<file path="src/rtl/reward_writeback.sv">
// reward_writeback: latches a multi-word reward record and writes it to memory
// one word per cycle, then holds done_wb until the upstream request drops.
module reward_writeback #(
  parameter int WORD_WIDTH = 16,
  parameter int N_WORDS = 5,
  parameter int unsigned BASE_ADDR = 'h0100,
  parameter int unsigned ADDR_STRIDE = 2
)(
  input  logic                           clock,
  input  logic                           reset,
  input  logic                           done_prev,
  input  logic [WORD_WIDTH*N_WORDS-1:0]  reward_data_in,
  output logic [WORD_WIDTH-1:0]          address,
  output logic                           wr_en,
  output logic [WORD_WIDTH-1:0]          mem_data_in,
  output logic                           busy,
  output logic                           done_wb
);
  localparam int IW = N_WORDS > 1 ? $clog2(N_WORDS) : 1;
  typedef enum logic [1:0] {IDLE, WRITE, DONE} state_t;
  state_t state, next;
  logic [IW-1:0] idx;
  logic [WORD_WIDTH*N_WORDS-1:0] rec;
  logic [WORD_WIDTH-1:0] words [N_WORDS];
  logic last;
  assign last = idx == IW'(N_WORDS - 1);
  for (genvar i = 0; i < N_WORDS; i++) begin : g_word
    assign words[i] = rec[WORD_WIDTH*(N_WORDS-1-i) +: WORD_WIDTH];
  end
  always_ff @(posedge clock or posedge reset)
    if (reset) state <= IDLE;
    else state <= next;
  always_comb
    next = state == IDLE  ? (done_prev ? WRITE : IDLE) :
           state == WRITE ? (last ? DONE : WRITE) :
                            (done_prev ? DONE : IDLE);
  always_ff @(posedge clock or posedge reset)
    if (reset) begin
      rec <= '0;
      idx <= '0;
    end else if (state == IDLE && done_prev) begin
      rec <= reward_data_in;
      idx <= '0;
    end else if (state == WRITE && !last) begin
      idx <= idx + 1'b1;
    end
  // Outputs depend on registered state only; address wraps modulo 2^WORD_WIDTH.
  always_comb begin
    busy = state == WRITE;
    wr_en = busy;
    done_wb = state == DONE;
    address = busy ? WORD_WIDTH'(BASE_ADDR) + WORD_WIDTH'(ADDR_STRIDE) * WORD_WIDTH'(idx) : '0;
    mem_data_in = busy ? words[idx] : '0;
  end
endmodule

</file>
<file path="config.mk">
export PLATFORM = sky130hd
export DESIGN_NAME = reward_writeback
export DESIGN_NICKNAME = d
export VERILOG_FILES = /design/src/rtl/reward_writeback.sv
export SDC_FILE = /design/constraint.sdc
export NUM_CORES = 1
export LEC_CHECK = 0
export BUFFER_PORTS_ARGS = -buffer_cell sky130_fd_sc_hd__buf_4
export CORE_MARGIN = 4
export CORE_UTILIZATION = 38
export DETAILED_ROUTE_END_ITERATION = 8
export GPL_TIMING_DRIVEN = 0
export PLACE_DENSITY = 0.73
export SLEW_MARGIN = 5
export SYNTH_ARGS = -nofsm -noshare
export SYNTH_HDL_FRONTEND = slang
export SYNTH_SLANG_ARGS = --single-unit
</file>
<file path="constraint.sdc">
create_clock -name clock -period 3.1 [get_ports clock]
set_clock_uncertainty 0.2 [all_clocks]
set_input_delay 0.31 -clock clock [delete_from_list [all_inputs] [get_ports clock]]
set_output_delay 0.31 -clock clock [all_outputs]
set_load 0.01 [all_outputs]
</file>
======== Yosys cells after proc, flatten, opt, wreduce, memory -nomap -nowiden ========
Index checks and enable logic that the tools add are counted.
operators by class
  multiplexer cells ....................... 12
  reduce and logical (&&, ||, !) cells .... 5
  equal/unequal tests ..................... 3
  add/subtract/negate cells ............... 2
  magnitude comparators ................... 1
  bitwise operators ....................... 1
operator list
  cell                                            count
  binary-select mux 16 bit (select 3 bit)         1
  two-way mux 16 bit                              3
  adder 9 x 4 -> 10 bit (first input constant)    1
  two-way mux 10 bit                              1
  two-way mux 2 bit                               4
  two-way mux 3 bit                               2
  >= comparator 4 bit (second input constant)     1
  inverter 3 -> 4 bit                             1
  adder 3 x 1 -> 3 bit (second input constant)    1
  == test 3 bit (second input constant)           1
  == test 2 x 1 -> 1 bit (second input constant)  1
  == test 2 bit (second input constant)           1
  logical AND 1 bit                               2
  zero test 2 bit                                 1
  nonzero test 2 bit                              1
  zero test 1 bit                                 1
  two-way mux 1 bit                               1
word-level totals
  word-level logic and storage cells ...... 27
  bits of input ports ..................... 83
  bits in registers ....................... 85

======== Longest topological paths before layout ========
  word-level depth ........................ 5
  mapped depth ............................ 7
  mapped depth without buffers ............ 5

======== Least setup slack after synthesis ========
OpenSTA, ideal clock, no wires.
  path type ............................... reg-to-output
  from .................................... register idx[0]
  to ...................................... output port mem_data_in[10]
  data arrival time ....................... 1426 ps
  buffers on the path ..................... 2
  stages on the path, launching flop included .. 6
  path slack .............................. 1164 ps
  required time ........................... 2590 ps
  cell sequence ........................... dfrtp_1 > or4b_1 > buf_2 > buf_6 > o22ai_2 > a21o_1
on the way
  word-level cells in the longest chain between the ends .. 5
ends and longest elaborated chain
  what                                                    line  source
  start, declared                                         22    logic [IW-1:0] idx;
  start signal, assigned                                  45    idx <= idx + 1'b1;
  inverter 3 -> 4 bit (not written as such)               53    mem_data_in = busy ? words[idx] : '0;
  binary-select mux 16 bit (select 3 bit)                 53
  two-way mux 16 bit (not written as such) (2 in series)  53
  two-way mux 16 bit                                      53
  end, declared                                           15    output logic [WORD_WIDTH-1:0] mem_data_in,
No other way between the ends. The select of a mux whose other input is x is not followed.

======== Worst setup path after layout ========
  from .................................... register idx[1]
  to ...................................... output port mem_data_in[3]
Same word-level chain as after synthesis.

==> results.json <==
{
  "outcome": "complete, no violations",
  "ios": 118,
  "synth.most_common_cell": "dfrtp_1",
  "avgSynthCellArea_um2": 13.8,
  "holdPathStages": 1,
  "drc": 0,
  "portBuffers": 105,
  "dr.first_iter.drc_count": 73,
  "dp_slack_ns": 0.459,
  "cts_tree": "done",
  "vdd_drop_max_mv": 0.474,
  "antenna_found_initial": 0,
  "cap_viol_max_count": 0,
  "cp_max_fo": 10,
  "rsz0062_at_grt": "false",
  "route.vias.total": 3102,
  "finalHoldViolCount": 0,
  "synthTopCellsByArea": "dfrtp_1 53%, mux2_2 22%, mux2i_1 7.9%",
  "leakage_nw": 2.86,
  "place_hpwl_mm": 7.50,
  "arrival_ns": 2.22,
  "area_growth_syn_to_layout_pct": 50.9,
  "drive_gt1_frac": 0.488,
  "cts-root-buf": "clkbuf_8",
  "synth_commonest_cells": "85 x dfrtp_1, 80 x mux2_2, 32 x mux2i_1",
  "crit_type": "reg -> out",
  "timing.fmax_ghz": 0.366,
  "cts.sinks": 85,
  "hold_class": "reg -> reg",
  "wirelength_mm": 11.2,
  "synth_cell_types": 27,
  "h-tree-depth": 3,
  "firstDrtPassIters": 4,
  "drv_slew": 0,
  "slew_headroom": 0.579,
  "finalWeightedCongestion": 0.739,
  "reg2reg_depth": 7,
  "die_h_um": 111,
  "grt_pass1_wl_mm": 18.4,
  "synth_top_cell_by_area": "dfrtp_1",
  "ys.flop_type": "dfrtp_1",
  "min_from": "rec[49]",
  "holdWs_ns": 0.313,
  "period_minus_slack_ns": 2.73,
  "synthArstFlopShare": 1.00,
  "synth-seq-cells": 85,
  "yosysWarnings": 0,
  "synth-edff-count": 0,
  "startpoint_type": "register",
  "ys_seq_area_frac": 0.527,
  "grt_max_degree": 51,
  "path_clk_slew_ns": 0.09,
  "avgViaCountPerCell": 4.82,
  "holdPathEnd": "rec[49]",
  "antenna_cells": 0,
  "start_util": 0.391,
  "finalNonFillerCells": 644,
  "die_x_um": 111,
  "synth_cells": 293,
  "setup_ws_ns": 0.371,
  "synth_area_um2": 4030,
  "rr_endpoint": "idx[2]",
  "r2r-start": "idx[1]",
  "worst_pin_slew_ns": 0.627,
  "core_um2": 10300,
  "endpoint_kind": "output pin",
  "avgRoutedWirePerCell_um": 17.5,
  "nets": 588,
  "gr-total-overflow": 0,
  "cp.required_ns": 2.59,
  "numCtsBuffers": 9,
  "grt_pass1_vias": 3487,
  "synth_top_area_frac": 0.527,
  "setup_viol": 0,
  "clk_latency_ns": 0.36,
  "clk_path_buf_depth": 2,
  "rrSetupSlack_ns": 1.03,
  "post-route-period-util": 0.880,
  "die_area_um2": 12300,
  "grt_use_total": 0.190,
  "cellPowerDensity_nw_per_um2": 914,
  "num_rows": 37,
  "dp.cells": 546,
  "antenna_left": 0
}
-- state kept, by name, summed over array words and instances (netlist names) --
| name | flops |
|---|---|
| idx | 3 |
| rec | 80 |
| state | 2 |
-- layer usage --
metal  up-vias  routed length (um)  share of wire  GRT usage
li1       1455                   -              -          -
met1      1527                4720           0.42      0.231
met4         0                 303          0.027     0.0803
met2        98                5690           0.51      0.333
met3        22                 521          0.046     0.0311
met5         -                   0              0          0
-- critical path: stages, from the launching register on --
cell     delay, ns
dfrtp_1       0.39
buf_2         0.20
nor4_4        0.61
buf_2         0.36
a21o_1        0.18
buf_4         0.12
-- through the flow --
stage	power [W]	area (um^2)	TNS, ns	util
floorplan	0.00377	4070	0	-
global placement	0.00460	5030	-49.68	0.487
detailed placement	0.00471	5060	0	0.490
CTS	0.00556	6070	0	0.588
global route	0.00591	6080	0	0.589
finish	0.00556	6080	0	0.589
-- power breakdown --
part	internal (W)	switching, W	total, W
sequential	0.00168	0.000327	0.00200
combinational	0.00153	0.00126	0.00279
clock	0.000327	0.000441	0.000768
total	0.00353	0.00203	0.00556
-- cell type report --
cell class	instances	area, um^2
buffer	32	201
clock buffer	10	138
clock inverter	6	53.8
fill	818	4240
inverter	5	21.3
multi-input combinational	182	1740
sequential	85	2130
tap	136	170
timing repair buffer	188	1640
-- worst max path at each step --
stage	startpoint	end	slack [ns]	cells after the start
after global placement	reset	rec[25]	-0.59	2
final	idx[1]	mem_data_in[3]	0.37	5
after global routing	idx[1]	mem_data_in[3]	0.25	5
after CTS	idx[1]	mem_data_in[3]	0.05	5
after floorplan	reset	idx[0]	0.40	1
after detailed placement	idx[1]	mem_data_in[10]	0.46	5
-- cells in the final DEF, fill, tap and decap left out, drive strengths merged, types with 8 or more instances in the layout --
master / instances
mux2: 80
buf: 137
dfrtp: 85
dlygate4sd3: 82
clkbuf: 11
o22ai: 16
mux2i: 32
inv: 8
a21o: 17
conb: 12
-- cell families after synthesis --
| family | count (synthesis) | share of synthesized area |
|---|---|---|
| simple gates | 16 | 0.0254 |
| mux | 112 | 0.303 |
| buf+inv | 37 | 0.0546 |
| flops | 85 | 0.527 |
| fa+ha+maj | 2 | 0.00620 |
| other cells | 1 | 0.000930 |
| compound gates | 40 | 0.0825 |
-- what timing repair did --
item / in CTS / in global routing
hold buffers: 82 / 0
gates resized for setup: 0 / 1
endpoints found under the setup margin: 0 / 10
buffers inserted: 0 / 0
hold endpoints to repair: 116 / 0
(Power assumes the default switching activity.)
